File: src/rtl/poly_sound_gen_if.sv
// Control/sequencer and DAC-side bus of the polyphonic sound generator.
// The master side drives strobe and config; the slave (generator) returns mixed samples and status.
interface poly_sound_gen_if #(
  parameter int unsigned SAMPLE_W = 16,
  parameter int unsigned PHASE_W  = 16
);
  logic                       sample_strobe;
  logic                       cfg_we;
  logic [3:0]                 cfg_voice;
  logic [PHASE_W-1:0]         cfg_freq;
  logic [3:0]                 cfg_vol;
  logic [1:0]                 cfg_wave;
  logic [1:0]                 cfg_pan;
  logic                       cfg_sync;
  logic signed [SAMPLE_W-1:0] left_sample;
  logic signed [SAMPLE_W-1:0] right_sample;
  logic                       sample_valid;
  logic                       clip;
  logic                       overrun;

  modport master (
    output sample_strobe, cfg_we, cfg_voice, cfg_freq, cfg_vol, cfg_wave, cfg_pan, cfg_sync,
    input  left_sample, right_sample, sample_valid, clip, overrun
  );

  modport slave (
    input  sample_strobe, cfg_we, cfg_voice, cfg_freq, cfg_vol, cfg_wave, cfg_pan, cfg_sync,
    output left_sample, right_sample, sample_valid, clip, overrun
  );
endinterface

File: src/rtl/poly_sound_gen.sv
// Time-multiplexed polyphonic sound generator: one voice per cycle is accumulated into
// saturated stereo samples, producing one frame per accepted sample strobe.
module poly_sound_gen #(
  parameter int unsigned VOICES   = 4,
  parameter int unsigned SAMPLE_W = 16,
  parameter int unsigned PHASE_W  = 16
) (
  input logic             clk,
  input logic             rst,
  poly_sound_gen_if.slave bus
);

  localparam int unsigned VIDX_W = (VOICES > 1) ? $clog2(VOICES) : 1;
  localparam int unsigned VSLOTS = 1 << VIDX_W;
  localparam int unsigned ACC_W  = SAMPLE_W + 4;
  localparam int unsigned SHIFT  = SAMPLE_W - 12;
  localparam logic [20:0] LFSR_SEED = 21'h155555;
  localparam logic signed [ACC_W-1:0] SAT_MAX = {{5{1'b0}}, {(SAMPLE_W-1){1'b1}}};
  localparam logic signed [ACC_W-1:0] SAT_MIN = {{5{1'b1}}, {(SAMPLE_W-1){1'b0}}};

  typedef enum logic [1:0] {IDLE, ACC, OUT} state_t;

  typedef struct packed {
    logic [PHASE_W-1:0] freq;
    logic [3:0]         vol;
    logic [1:0]         wave;
    logic [1:0]         pan;
    logic               sync;
  } voice_cfg_t;

  state_t                    state_q, state_d;
  logic                      start_frame, acc_en, out_en, drop;
  voice_cfg_t                shadow [VSLOTS];
  voice_cfg_t                active [VSLOTS];
  logic [PHASE_W-1:0]        phase  [VSLOTS];
  logic [VIDX_W-1:0]         voice_idx;
  logic signed [ACC_W-1:0]   acc_l, acc_r;
  logic [20:0]               lfsr;

  logic                      cfg_hit;
  logic [VIDX_W-1:0]         cfg_idx;
  voice_cfg_t                cfg_wr;

  voice_cfg_t                cur;
  logic [PHASE_W-1:0]        p;
  logic [7:0]                h, t;
  logic signed [7:0]         w;
  logic signed [11:0]        w_ext, vol_ext, c;
  logic signed [ACC_W-1:0]   contrib;

  logic [SAMPLE_W-1:0]       sat_l, sat_r;
  logic                      clip_l, clip_r;

  // State register
  always_ff @(posedge clk) begin
    if (rst) state_q <= IDLE;
    else     state_q <= state_d;
  end

  // Next-state and frame control strobes
  always_comb begin
    state_d     = state_q;
    start_frame = 1'b0;
    acc_en      = 1'b0;
    out_en      = 1'b0;
    drop        = 1'b0;
    case (state_q)
      IDLE: begin
        if (bus.sample_strobe) begin
          start_frame = 1'b1;
          state_d     = ACC;
        end
      end
      ACC: begin
        acc_en = 1'b1;
        drop   = bus.sample_strobe;
        if (voice_idx == VIDX_W'(VOICES - 1)) state_d = OUT;
      end
      OUT: begin
        out_en  = 1'b1;
        drop    = bus.sample_strobe;
        state_d = IDLE;
      end
      default: state_d = IDLE;
    endcase
  end

  // Config port decode
  always_comb begin
    cfg_hit = bus.cfg_we && (32'(bus.cfg_voice) < VOICES);
    cfg_idx = bus.cfg_voice[VIDX_W-1:0];
    cfg_wr  = '{freq: bus.cfg_freq, vol: bus.cfg_vol, wave: bus.cfg_wave,
                pan: bus.cfg_pan, sync: bus.cfg_sync};
  end

  // Waveform and scaled contribution of the voice being processed
  always_comb begin
    cur = active[voice_idx];
    p   = cur.sync ? '0 : phase[voice_idx];
    h   = p[PHASE_W-1 -: 8];
    t   = p[PHASE_W-2 -: 8];
    w   = '0;
    case (cur.wave)
      2'd0:    w = h ^ 8'h80;
      2'd1:    w = p[PHASE_W-1] ? 8'h80 : 8'h7f;
      2'd2:    w = (p[PHASE_W-1] ? ~t : t) ^ 8'h80;
      default: w = lfsr[7:0];
    endcase
    w_ext   = 12'(w);
    vol_ext = 12'({1'b0, cur.vol});
    c       = w_ext * vol_ext;
    contrib = ACC_W'(c) <<< SHIFT;
  end

  // Output saturation
  always_comb begin
    clip_l = (acc_l > SAT_MAX) || (acc_l < SAT_MIN);
    clip_r = (acc_r > SAT_MAX) || (acc_r < SAT_MIN);
    sat_l  = acc_l[SAMPLE_W-1:0];
    sat_r  = acc_r[SAMPLE_W-1:0];
    if (acc_l > SAT_MAX) sat_l = SAT_MAX[SAMPLE_W-1:0];
    if (acc_l < SAT_MIN) sat_l = SAT_MIN[SAMPLE_W-1:0];
    if (acc_r > SAT_MAX) sat_r = SAT_MAX[SAMPLE_W-1:0];
    if (acc_r < SAT_MIN) sat_r = SAT_MIN[SAMPLE_W-1:0];
  end

  // Voice state, accumulators and registered outputs
  always_ff @(posedge clk) begin
    if (rst) begin
      for (int v = 0; v < VSLOTS; v++) begin
        shadow[v] <= '0;
        active[v] <= '0;
        phase[v]  <= '0;
      end
      voice_idx        <= '0;
      acc_l            <= '0;
      acc_r            <= '0;
      lfsr             <= LFSR_SEED;
      bus.left_sample  <= '0;
      bus.right_sample <= '0;
      bus.sample_valid <= 1'b0;
      bus.clip         <= 1'b0;
      bus.overrun      <= 1'b0;
    end else begin
      bus.sample_valid <= 1'b0;
      bus.clip         <= 1'b0;
      if (drop) bus.overrun <= 1'b1;

      if (start_frame) begin
        for (int v = 0; v < VSLOTS; v++) begin
          active[v]      <= shadow[v];
          shadow[v].sync <= 1'b0;
        end
        acc_l     <= '0;
        acc_r     <= '0;
        voice_idx <= '0;
      end

      // Issued after the commit so a same-cycle write survives into the next frame
      if (cfg_hit) shadow[cfg_idx] <= cfg_wr;

      if (acc_en) begin
        if (cur.pan[1]) acc_l <= acc_l + contrib;
        if (cur.pan[0]) acc_r <= acc_r + contrib;
        phase[voice_idx] <= p + cur.freq;
        voice_idx        <= voice_idx + 1'b1;
      end

      if (out_en) begin
        bus.left_sample  <= sat_l;
        bus.right_sample <= sat_r;
        bus.sample_valid <= 1'b1;
        bus.clip         <= clip_l || clip_r;
        lfsr             <= {lfsr[19:0], lfsr[20] ^ lfsr[19]};
      end
    end
  end

endmodule

File: src/flat_wrapper.sv
// flat-port wrapper written by rule: the top's interface ports become plain ports
module poly_sound_gen_flat 
#(
  parameter int unsigned VOICES   = 4,
  parameter int unsigned SAMPLE_W = 16,
  parameter int unsigned PHASE_W  = 16
)
  (clk, rst, bus_sample_strobe, bus_cfg_we, bus_cfg_voice, bus_cfg_freq, bus_cfg_vol, bus_cfg_wave, bus_cfg_pan, bus_cfg_sync, bus_left_sample, bus_right_sample, bus_sample_valid, bus_clip, bus_overrun);
  poly_sound_gen_if #(.SAMPLE_W(SAMPLE_W), .PHASE_W(PHASE_W)) bus_i ();
  input logic clk;
  input logic rst;
  input wire logic [$bits(bus_i.sample_strobe)-1:0] bus_sample_strobe;
  input wire logic [$bits(bus_i.cfg_we)-1:0] bus_cfg_we;
  input wire logic [$bits(bus_i.cfg_voice)-1:0] bus_cfg_voice;
  input wire logic [$bits(bus_i.cfg_freq)-1:0] bus_cfg_freq;
  input wire logic [$bits(bus_i.cfg_vol)-1:0] bus_cfg_vol;
  input wire logic [$bits(bus_i.cfg_wave)-1:0] bus_cfg_wave;
  input wire logic [$bits(bus_i.cfg_pan)-1:0] bus_cfg_pan;
  input wire logic [$bits(bus_i.cfg_sync)-1:0] bus_cfg_sync;
  output wire logic [$bits(bus_i.left_sample)-1:0] bus_left_sample;
  output wire logic [$bits(bus_i.right_sample)-1:0] bus_right_sample;
  output wire logic [$bits(bus_i.sample_valid)-1:0] bus_sample_valid;
  output wire logic [$bits(bus_i.clip)-1:0] bus_clip;
  output wire logic [$bits(bus_i.overrun)-1:0] bus_overrun;
  assign bus_i.sample_strobe = bus_sample_strobe;
  assign bus_i.cfg_we = bus_cfg_we;
  assign bus_i.cfg_voice = bus_cfg_voice;
  assign bus_i.cfg_freq = bus_cfg_freq;
  assign bus_i.cfg_vol = bus_cfg_vol;
  assign bus_i.cfg_wave = bus_cfg_wave;
  assign bus_i.cfg_pan = bus_cfg_pan;
  assign bus_i.cfg_sync = bus_cfg_sync;
  assign bus_left_sample = bus_i.left_sample;
  assign bus_right_sample = bus_i.right_sample;
  assign bus_sample_valid = bus_i.sample_valid;
  assign bus_clip = bus_i.clip;
  assign bus_overrun = bus_i.overrun;
  poly_sound_gen #(.VOICES(VOICES), .SAMPLE_W(SAMPLE_W), .PHASE_W(PHASE_W)) u_core (.clk(clk), .rst(rst), .bus(bus_i));
endmodule
File: config.mk
export PLATFORM = sky130hd
export DESIGN_NAME = poly_sound_gen_flat
export DESIGN_NICKNAME = d
export VERILOG_FILES = /design/src/rtl/poly_sound_gen_if.sv /design/src/rtl/poly_sound_gen.sv /design/src/flat_wrapper.sv
export SDC_FILE = /design/constraint.sdc
export NUM_CORES = 1
export LEC_CHECK = 0
export BUFFER_PORTS_ARGS = -buffer_cell sky130_fd_sc_hd__buf_2
export CAP_MARGIN = 20
export CORE_MARGIN = 4
export CORE_UTILIZATION = 41
export DETAILED_ROUTE_END_ITERATION = 12
export REMOVE_ABC_BUFFERS = 1
export SETUP_SLACK_MARGIN = 0.5
export SYNTH_ARGS = -nofsm -noshare
export SYNTH_HDL_FRONTEND = slang
export SYNTH_SLANG_ARGS = --single-unit
export TNS_END_PERCENT = 50
File: constraint.sdc
create_clock -name clk -period 6.36 [get_ports clk]
set_input_delay 0.636 -clock clk [delete_from_list [all_inputs] [get_ports clk]]
set_output_delay 0.636 -clock clk [all_outputs]
set_load 0.01 [all_outputs]
Word level (Yosys, flattened, before mapping)
Memories as Yosys holds them, arrays and structs flattened. A register that Yosys moved wholly into a read port is not among the register bits.
Cells that the tools add are included.
- bits in registers: 100
- bits in writable memories: 264
- input bits: 33
- output and inout bits: 35
- logic and storage cells: 105
- memories: 3
- memories (memory ; words ; width ; rd ports ; clocked after Yosys merged registers in ; wr ports ; line ; RTL):
    u_core.active ; 4 ; 25 ; 1 ; 1 ; 4 ; poly_sound_gen.sv:34 ; voice_cfg_t active [VSLOTS];
    u_core.shadow ; 4 ; 25 ; 4 ; 0 ; 5 ; poly_sound_gen.sv:33 ; voice_cfg_t shadow [VSLOTS];
    u_core.phase ; 4 ; 16 ; 1 ; 1 ; 4 ; poly_sound_gen.sv:35 ; logic [PHASE_W-1:0] phase [VSLOTS];
- $add $sub $neg: 4
- multipliers: 1
- order comparisons: 5
- eq/ne operators: 7
- multiplexer cells: 51
- bitwise logic cells: 13
- reductions and logical operators: 11
- operators with widths (cell ; number):
    20-bit two-way mux ; 6
    25-bit two-way mux ; 4
    16-bit two-way mux ; 6
    20-bit by 16-bit adder with 20-bit output ; 2
    20-bit by 16-bit greater-than comparator with 1-bit output (second input constant) ; 2
    20-bit by 16-bit less-than comparator with 1-bit output (second input constant) ; 2
    8-bit one-hot mux with 3 select lines ; 1
    1-bit two-way mux ; 22
    2-bit two-way mux ; 9
    16-bit adder ; 1
    8-bit two-way mux ; 2
    16-bit OR reduction ; 1
    8-bit by 5-bit multiplier with 12-bit output ; 1
    8-bit NOT ; 1
    1-bit OR ; 8
    2-bit equality test (second input constant) ; 3
    2-bit by 1-bit equality test with 1-bit output (second input constant) ; 2
    2-bit logical NOT ; 2
    4-bit by 3-bit less-than comparator with 1-bit output (second input constant) ; 1
    2-bit one-hot mux with 2 select lines ; 1
    2-bit OR reduction ; 2
    1-bit logical OR ; 3
    1-bit NOT ; 3
    2-bit by 1-bit adder with 2-bit output (second input constant) ; 1
    6 further kinds ; 6

Logic depth before layout (Yosys ltp)
Gate-level depths: netlist of the first run.
- word-level depth: 9
- gate-level depth with buffers: 32
- gate-level depth less buffers: 30

Worst setup path before layout of the first run
Ideal clock, no wire load.
- kind: register to register
- start point: register with a tool-made name
- end point: register u_core.acc_r[19]
- library setup time: 124 ps
- arrival: 6646 ps
- required time: 6236 ps
- slack: -410 ps
- cell stages (with the launch flop): 29
- buffers on the path: 3
- clock period less this slack: 6770 ps
- cell sequence: dfxtp_1 buf_6 buf_2 buf_2 mux4_2 xor2_1 a22oi_1 o21ai_1 and2_1 ha_1 fa_1 inv_1 fa_1 inv_1 ha_1 nand3_1 o211ai_1 o41ai_1 o21ai_0 xnor3_2 inv_1 ha_1 nand2_1 nor2_1 a221o_1 o41ai_1 xnor2_1 a21oi_1 o22ai_1
- RTL lines (item ; line ; RTL):
    to (signal assigned) ; poly_sound_gen.sv:164 ; if (cur.pan[0]) acc_r <= acc_r + contrib;
    to (decl) ; poly_sound_gen.sv:37 ; logic signed [ACC_W-1:0] acc_l, acc_r;

==> results of run 1 <==
## stage by stage
stage | instances | cell area, sq um
2_1_floorplan | 1391 | 17600
3_3_place_gp | 2126 | 19300
3_5_place_dp | 2126 | 19300
4_1_cts | 2222 | 21200
5_1_grt | 2230 | 21500
6_report | 2230 | 21500
## power by group
group	switching (uW)	total [uW]	leakage, uW	internal, uW
combinational	1440	2880	0.00426	1430
clock	949	2310	0.000648	1370
sequential	61.1	2800	0.00353	2730
total	2450	7990	0.00844	5530
## synth_stat cells, types with 11 or more instances
library cell	count	share of area
o211ai_1	37	0.016
xor2_1	22	0.011
a211o_1	11	0.0054
xnor2_1	31	0.015
a22o_1	24	0.012
nor2_1	100	0.021
dfxtp_1	102	0.11
and2_1	236	0.083
o21ai_0	19	0.0053
clkbuf_1	59	0.012
fa_1	19	0.021
nor2b_1	35	0.012
nand2_1	40	0.0084
ha_1	77	0.054
mux4_2	40	0.050
nand2b_1	41	0.014
mux2i_1	14	0.0078
nand3_1	13	0.0036
or3_1	11	0.0039
inv_1	69	0.015
edfxtp_1	264	0.44
a21oi_1	76	0.021
## layer usage
metal,share of wire,up-vias,global-route usage
li1,-,5512,-
met1,0.46,5390,0.215
met2,0.47,194,0.265
met3,0.047,53,0.0306
met4,0.018,4,0.0388
met5,0.00074,-,0
## critical path: cells and delay by family (launching register included)
family,cells,cell delay (ns)
AO/OA/AOI/OAI,8,1.43
XOR/XNOR,1,0.17
adder cells (fa/ha/maj),5,1.89
buffers and inverters,6,0.69
flip-flops,1,0.38
multiplexers,1,0.52
AND/OR/NAND/NOR,6,0.94
## area by class of cell
cell class | instances | area, sq um | area share
flip-flops and latches | 366 | 9970 | 0.465
multi-input cells | 956 | 7880 | 0.367
repair buffers | 181 | 1280 | 0.0599
clock buffers | 58 | 1120 | 0.0522
well taps | 585 | 732 | 0.0341
inverters | 69 | 263 | 0.0122
clock inverters | 15 | 208 | 0.00968
## state kept, by name (all words and copies together) (netlist names), 16 cells and up, named ones only
signal / cells
u_core.lfsr: 21
u_core.acc_r: 20
u_core.acc_l: 20
u_core.phase: 64
u_core.bus.right_sample: 16
u_core.shadow: 100
u_core.bus.left_sample: 16
u_core.active: 100
## worst max-delay path by stage
| stage | startpoint | endpoint | slack (ns) | depth (start not counted) |
|---|---|---|---|---|
| after floorplan | flip-flop | u_core.acc_r[19] | -1.84 | 26 |
| after global placement | flip-flop | u_core.acc_r[19] | -0.12 | 26 |
| after detailed placement | flip-flop | u_core.acc_r[19] | -0.25 | 27 |
| after CTS | flip-flop | u_core.acc_r[19] | 0.26 | 30 |
| after global routing | flip-flop | u_core.acc_r[17] | -0.04 | 30 |
| final | flip-flop | u_core.acc_r[17] | 0.20 | 27 |
## kinds of logic after synthesis
family | count (synthesis) | share of synthesized area
AOI/OAI and AO/OA | 231 | 0.0872
xor gates and xnor gates | 54 | 0.0273
adders and majority gates | 96 | 0.0752
buffers and inverters | 139 | 0.0303
DFF | 366 | 0.558
muxes | 56 | 0.0598
and+or+nand+nor | 519 | 0.162
## timing repair
item / CTS / global route
endpoints found under the hold margin: 0 / 0
gates resized for setup: 81 / 45
hold buffers: 0 / 0
pin swaps: 64 / 49
buffers inserted: 23 / 7
endpoints found under the setup margin: 14 / 14
## cells in the final DEF, fill, tap and decap left out, types with 9 or more instances in the layout
cell type,n
a211o_1,11
a21oi_1,64
a21oi_2,10
a22o_1,24
and2_1,227
and2_4,9
buf_2,67
buf_4,97
buf_6,13
clkbuf_1,14
clkbuf_16,41
dfxtp_1,100
edfxtp_1,264
fa_1,18
ha_1,56
ha_4,17
inv_1,58
inv_2,9
mux2i_1,14
mux4_2,40
nand2_1,37
nand2b_1,41
nand3_1,11
nor2_1,95
nor2b_1,33
nor3_1,9
o211ai_1,37
o21ai_0,14
or3_1,11
xnor2_1,26
xor2_1,22
==> results.md, run 1 <==
- Outcome: finished clean
- CP peak stage delay: 0.56 ns
- Worst EP required: 6.82 ns
- DR pass1 iterations: 4
- Max-slew violation count: 0
- Final hold vios: 0
- # port buffers: 67
- Largest net degree at the start of global routing: 101
- Slowest CP cell: fa_1
- Design Power: 7990 uW
- Utilization after layout: 0.498
- Crit end category: flip-flop
- Overflow after GRT: 0
- CP Launch Type: flip-flop
- Die width: 217 um
- Nets: 1743
- Synthesized flop and latch total: 366
- Die height: 217 um
- Final setup fails: 0
- Routed vias/inst: 5.00
- Num ports: 68
- Area Growth Syn to Fin: 20.1%
- # DRC: 0
- Antenna violations before repair: 3
- DRT antenna net count: 0
- CTS tree: built
- Clock Sink Count: 366
- Syn Std Cell Area: 17900 sq um
- Fraction of registers with async set/reset: 0
- Worst R2R Setup Slack: 0.20 ns
- Slew @ Worst Pin: 1.07 ns
- Critical Path AT: 6.62 ns
- Post-Route Skew: 0.0369 ns
- Core area: 43100 sq um
- Worst Hold Launch: bus_cfg_freq[5]
- FMAX: 162 MHz
- CTS Buf Count: 40
- Share of cells above drive strength 1: 0.235
- RSZ-0062 raised after global routing: true
- Count of different cell masters after synthesis: 66
- First-pass GRT wire length: 60300 um
- Setup TNS: 0 ns
- HP Class: in2reg
- Routed vias: 11153
- # rows: 76
- Detailed placement HPWL: 24200 um
- Lkg Pwr: 0.00844 uW
- Synth Flop Type: edfxtp_1
- Worst reg-to-reg path cell count: 27
- Max-cap viol count: 0
- Synth Warn #: 0
- Fin crit share: 0.968
- Seq/Total Area, Yosys: 0.558
- Root Driver: clkbuf_16
- Fill count: 3767
- Cell area power density: 372 nW/um^2
- Worst skew pair latency: 0.57 ns
- Final hold slack: 0.378 ns
- Total track usage: 0.159
- Worst-path fanout max: 7
- Critical R2R Capture: u_core.acc_r[17]
- Number of global-route vias before repair: 11453
- Drt initial violations: 663
- WHS Path Cells: 2
- Clock Tree Buf Depth: 3
- Hold path endpoint: u_core.shadow[0][14]
- Reg clk slew, reported paths: 0.06 ns
- RD Place Congestion: 0.847
- Post-Syn Instances: 1461
- Relative slew slack: 0.285
- H-tree depth: 2
- EDFF count, synth: 264
- WS Path Type: reg2reg
- Initial core utilization: 0.415
- Drt total wl: 36700 um
- Worst vdd ir: 217 uV
- DP Worst Slack: -0.248 ns
- Drt wl/cell: 16.5 um
- Antenna cells: 0
- Die footprint: 47000 sq um
- Mapped Avg Cell Area: 12.2 sq um
- Worst setup margin: 0.201 ns
- Final worst path period need: 6.16 ns
Note: power is estimated with default switching activity, not from simulation.
==> inputs of run 2 (changes only) <==
--- a/config.mk
+++ b/config.mk
@@ -7,3 +7,3 @@
 export LEC_CHECK = 0
-export BUFFER_PORTS_ARGS = -buffer_cell sky130_fd_sc_hd__buf_2
+export BUFFER_PORTS_ARGS = -buffer_cell sky130_fd_sc_hd__buf_4
 export CAP_MARGIN = 20
@@ -13,3 +13,3 @@
 export REMOVE_ABC_BUFFERS = 1
-export SETUP_SLACK_MARGIN = 0.5
+export SETUP_SLACK_MARGIN = 0.05
 export SYNTH_ARGS = -nofsm -noshare
--- a/constraint.sdc
+++ b/constraint.sdc
@@ -3,2 +3,2 @@
 set_output_delay 0.636 -clock clk [all_outputs]
-set_load 0.01 [all_outputs]
+set_load 0.05 [all_outputs]
==> run 2 against run 1 <==
Sequential power about the same. Sequential cell count unchanged. Routed wire length shrank 2.3%. Register-to-register slack improved by 0.12 ns. Clock-buffer cell count shrank 5. Maximum frequency rose by 2.0%. Highest routed layer is now met4.
==> results.md, run 2 (synthesis gave the netlist of run 1 again) <==
- FMAX: 166 MHz
- Fin crit share: 0.949
- Worst skew pair latency: 0.57 ns
- H-tree depth: 2
- GR Layer Usage met3: 0.0245
- CTS Buf Count: 40
- Critical Path AT: 6.52 ns
- Worst EP required: 6.85 ns
- CP Launch Type: flip-flop
- Most common cell after layout, fill and taps aside: edfxtp_1
- WS Path Type: reg2reg
- Total track usage: 0.156
- Slew @ Worst Pin: 1.08 ns
- Final hold vios: 0
- Top Registers: u_core.active: 100 flops, u_core.shadow: 100 flops, u_core.phase: 64 flops
- Sequential share of power: 0.363
- Worst-path fanout max: 6
- RD Place Congestion: 0.842
- Cell internal pwr: 5370 uW
- Initial core utilization: 0.415
- Drt initial violations: 643
- First-pass GRT wire length: 59700 um
- Die width: 217 um
- HP Class: in2reg
- Antenna cells: 0
- CP peak stage delay: 0.53 ns
- Top Usage Layer GRT: met2
- Max-slew violation count: 0
- Root Driver: clkbuf_16
- Share of cells above drive strength 1: 0.198
- Largest net degree at the start of global routing: 101
- Relative slew slack: 0.280
- Final hold slack: 0.366 ns
- Worst reg-to-reg path cell count: 27
- Area Growth Syn to Fin: 18.4%
- DRT antenna net count: 0
- Worst R2R Setup Slack: 0.32 ns
- Overflow after GRT: 0
- Critical R2R Capture: u_core.acc_r[19]
- Routed vias/inst: 4.99
- # rows: 76
- Outcome: finished clean
- Drt wl/cell: 16.3 um
- RSZ-0062 raised after global routing: true
- Cell repeated most along the worst path: buf_4
- Met1 Use GR: 0.220
- Post-Route Skew: 0.0247 ns
- Setup TNS: 0 ns
- Clock group share of total power: 0.302
- DP Worst Slack: -0.249 ns
- CTS tree: built
- Worst vdd ir: 164 uV
- Max-cap viol count: 0
- Design Power: 7690 uW
- Clock Sink Count: 366
- Final worst path period need: 6.04 ns
- Fill count: 3844
- Antenna violations before repair: 0
- Sw Share: 0.302
- Worst setup margin: 0.323 ns
- Crit path capture: u_core.acc_r[19]
- Number of global-route vias before repair: 11283
- Num ports: 68
- Drt total wl: 35900 um
- Core area: 43100 sq um
- DR pass1 iterations: 4
- Final setup fails: 0
- Die footprint: 47000 sq um
- Routing usage on met2: 0.252
- Combinational power share: 0.335
- # port buffers: 67
- # DRC: 0
- Crit end category: flip-flop
- Most frequent cells in the layout: edfxtp_1, and2_1, buf_4, dfxtp_1, nor2_1
- Die height: 217 um
- Lkg Pwr: 0.00830 uW
- Routed vias: 10989
- Slowest CP cell: fa_1
- Detailed placement HPWL: 23700 um
- Utilization after layout: 0.491
- Nets: 1722
- Clock Tree Buf Depth: 3
- Reg clk slew, reported paths: 0.06 ns
- Switching pwr: 2320 uW
- Cell area power density: 364 nW/um^2
## run 2: timing repair
action	4_1_cts	5_1_grt
setup buffers	7	9
pin swaps	15	44
setup endpoints to repair	7	7
cloned	0	1
gates resized for setup	23	34
hold buffers	0	0
## run 2: cell type report
class / instances / area, sq um / share of cell area
Inverter: 69 / 263 / 0.0124
Clock buffer: 53 / 1090 / 0.0515
Multi-Input combinational cell: 957 / 7610 / 0.360
Clock inverter: 15 / 236 / 0.0112
Tap cell: 585 / 732 / 0.0346
Timing Repair Buffer: 159 / 1240 / 0.0587
Sequential cell: 366 / 9970 / 0.472
## run 2: worst min-delay path by stage
stage	from	end	slack (ns)	cells after the start
2_1_floorplan	u_core.acc_l[0]	u_core.acc_l[0]	0.43	1
3_3_place_gp	u_core.acc_r[0]	u_core.acc_r[0]	0.44	1
3_5_place_dp	u_core.acc_l[2]	u_core.acc_l[2]	0.45	1
4_1_cts	bus_cfg_freq[10]	u_core.shadow[3][19]	0.33	2
5_1_grt	bus_cfg_freq[10]	u_core.shadow[3][19]	0.35	2
6_report	bus_cfg_freq[6]	u_core.shadow[0][15]	0.37	2
## run 2: through the flow
stage               instances  instance area [sq um]
global placement         2118                  19400
detailed placement       2118                  19400
global route             2204                  21100
finish                   2204                  21100
floorplan                1391                  17600
CTS                      2193                  20900
## run 2: power groups by stage
stage                     Combinational [uW]  Sequential (uW)  Clock, uW
after CTS                               2430             2790       2380
after global placement                  2290             2840          0
after floorplan                         1550             2840          0
after global routing                    2900             2810       2490
after detailed placement                2320             2840          0
final                                   2580             2790       2320
## run 2: worst max-delay path, delay by kind of cell, from the launching register on
kind / cells / cell delay (ns)
multiplexers: 1 / 0.51
flip-flops: 1 / 0.37
AO/OA/AOI/OAI: 9 / 1.59
AND/OR/NAND/NOR: 5 / 0.93
XOR/XNOR: 2 / 0.28
buffers and inverters: 5 / 0.52
adder cells (fa/ha/maj): 5 / 1.76
## run 2: per-layer routing
layer / share of wire / routed length (um)
met3: 0.035 / 1260
met4: 0.018 / 639
met2: 0.47 / 16700
met5: 0 / 0
met1: 0.48 / 17300
==> inputs of run 3 (changes only) <==
Settings changed: CORE_ASPECT_RATIO set to 1.5.
==> run 3 against run 2 <==
Final cell count down 1.2%. Largest power group unchanged. Global-route usage rose by 0.35 points. Final area decreased by 1.2%. Sequential cell count unchanged. Critical endpoint unchanged. Critical path depth unchanged. Clock power down 11%. Worst setup slack got worse by 0.16 ns. Clock-buffer cell count decreased by 7. Combinational power increased by 2%.
==> results.md, run 3 (synthesis gave the netlist of run 1 again) <==
- CP Launch Type: flip-flop
- Routed vias: 11105
- Largest net degree at the start of global routing: 76
- Worst EP required: 6.78 ns
- Cell area power density: 359 nW/um^2
- Num ports: 68
- Sequential share of power: 0.373
- Cell internal pwr: 5160 uW
- Reg clk slew, reported paths: 0.07 ns
- Outcome: finished clean
- Clock group share of total power: 0.277
- Drt wl/cell: 17.1 um
- Area Growth Syn to Fin: 17.0%
- CTS tree: built
- Design Power: 7490 uW
- # port buffers: 67
- Most common cell after layout, fill and taps aside: edfxtp_1
- Max-slew violation count: 0
- Worst vdd ir: 222 uV
- Number of global-route vias before repair: 11543
- Core area: 43100 sq um
- Nets: 1713
- DRT antenna net count: 0
- Relative slew slack: 0.343
- DR pass1 iterations: 5
- Worst-path fanout max: 7
- Overflow after GRT: 0
- H-tree depth: 2
- Detailed placement HPWL: 26200 um
- Final hold vios: 0
- Max-cap viol count: 0
- Utilization after layout: 0.485
- Clock Sink Count: 366
- Worst R2R Setup Slack: 0.16 ns
- Final setup fails: 0
- Top Registers: u_core.active: 100 flops, u_core.shadow: 100 flops, u_core.phase: 64 flops
- Switching pwr: 2330 uW
- RD Place Congestion: 0.825
- Drt initial violations: 419
- Drt total wl: 37300 um
- Antenna cells: 0
- Sw Share: 0.311
- RSZ-0062 raised after global routing: true
- Crit path capture: u_core.acc_r[19]
- Fin crit share: 0.974
- First-pass GRT wire length: 59600 um
- Worst Hold Launch: bus_sample_strobe
- # rows: 93
- FMAX: 161 MHz
- CTS Buf Count: 37
- Total track usage: 0.159
- Combinational power share: 0.351
- Clock Tree Buf Depth: 3
- Antenna violations before repair: 0
- # DRC: 0
- Die width: 178 um
- Worst skew pair latency: 0.54 ns
- Slew @ Worst Pin: 0.986 ns
- Root Driver: clkbuf_16
- Routed vias/inst: 5.10
- Critical Path AT: 6.62 ns
- Final worst path period need: 6.20 ns
- Crit end category: flip-flop
- Worst reg-to-reg path cell count: 27
- Critical R2R Capture: u_core.acc_r[19]
- Post-Route Skew: 0.0193 ns
- Initial core utilization: 0.415
- WS Path Type: reg2reg
- Most frequent cells in the layout: edfxtp_1, and2_1, buf_4, dfxtp_1, nor2_1
- Die height: 264 um
- Lkg Pwr: 0.00820 uW
- Die footprint: 47000 sq um
- HP Class: in2reg
- Share of cells above drive strength 1: 0.193
- Setup TNS: 0 ns
## run 3: cell count changes in the layout (fill, tap and decap cells not counted), moves of 2 or more
cell,previous run,this run
clkbuf_8,4,1
xnor2_2,4,2
buf_4,153,148
nor2_1,96,98
bufinv_16,4,1
clkbuf_1,9,7
ha_4,7,5
clkinv_2,3,6
clkinv_16,2,0
nor2_2,3,1
buf_6,4,2
clkbuf_16,40,38
inv_6,0,4
## run 3: worst max-delay path, cell delays in order, from the launching register on
cell and delay (ns):
dfxtp_4 0.36, buf_12 0.12, mux4_2 0.58, nor2_2 0.14
buf_4 0.17, a21oi_1 0.09, o21ai_2 0.18, and2_4 0.18
ha_4 0.19, fa_1 0.54, inv_1 0.06, fa_1 0.53
inv_1 0.06, ha_4 0.27, nand3_1 0.06, o211ai_1 0.23
nor2_1 0.10, xnor2_1 0.13, buf_4 0.16, ha_1 0.30
or3_4 0.38, o21ai_2 0.08, a21oi_2 0.07, a221o_1 0.34
o41ai_2 0.33, xnor2_1 0.20, buf_4 0.15, o22ai_1 0.07
## run 3: worst min path at each step
stage / end / slack [ns] / cells past startpoint
2_1_floorplan: u_core.acc_l[0] / 0.43 / 1
4_1_cts: u_core.shadow[3][15] / 0.36 / 2
3_5_place_dp: u_core.acc_r[0] / 0.44 / 1
6_report: u_core.bus.overrun / 0.39 / 3
3_3_place_gp: u_core.acc_r[1] / 0.44 / 1
5_1_grt: u_core.shadow[0][9] / 0.37 / 2
## run 3: cell type report
cell class / count / area, sq um
Timing Repair Buffer: 153 / 1190
Fill cell: 3880 / 22200
Inverter: 69 / 263
Clock buffer: 46 / 991
Clock inverter: 17 / 141
Sequential cell: 366 / 9970
Tap cell: 570 / 713
Multi-Input combinational cell: 957 / 7620
## run 3: repair_timing
item | in CTS | in global routing
hold buffers | 0 | 0
endpoints found under the setup margin | 7 | 7
buffers inserted | 3 | 8
pin swaps | 8 | 35
resized for setup | 20 | 39
gates cloned | 1 | 0
## run 3: metrics by stage
stage          hold WS, ns  instances  instance area (sq um)  worst slack [ns]
2_1_floorplan        0.430       1391                  17600             -1.84
3_3_place_gp         0.442       2102                  19400            -0.101
3_5_place_dp         0.444       2102                  19400            -0.283
4_1_cts              0.359       2169                  20700            0.0503
5_1_grt              0.374       2178                  20900            -0.247
6_report             0.387       2178                  20900             0.164
## run 3: layer usage
layer | track usage | vias up | wire (um)
li1 | - | 5451 | -
met3 | 0.0204 | 63 | 1190
met4 | 0.0496 | 0 | 1020
met2 | 0.315 | 168 | 21200
met1 | 0.170 | 5423 | 13900
met5 | 0 | - | 0
## run 3: power by group through the flow
| stage | registers (uW) | clock network (uW) | logic [uW] |
|---|---|---|---|
| floorplan | 2840 | 0 | 1550 |
| global placement | 2840 | 0 | 2340 |
| detailed placement | 2840 | 0 | 2400 |
| CTS | 2790 | 2130 | 2500 |
| global route | 2810 | 2220 | 2920 |
| finish | 2790 | 2070 | 2630 |
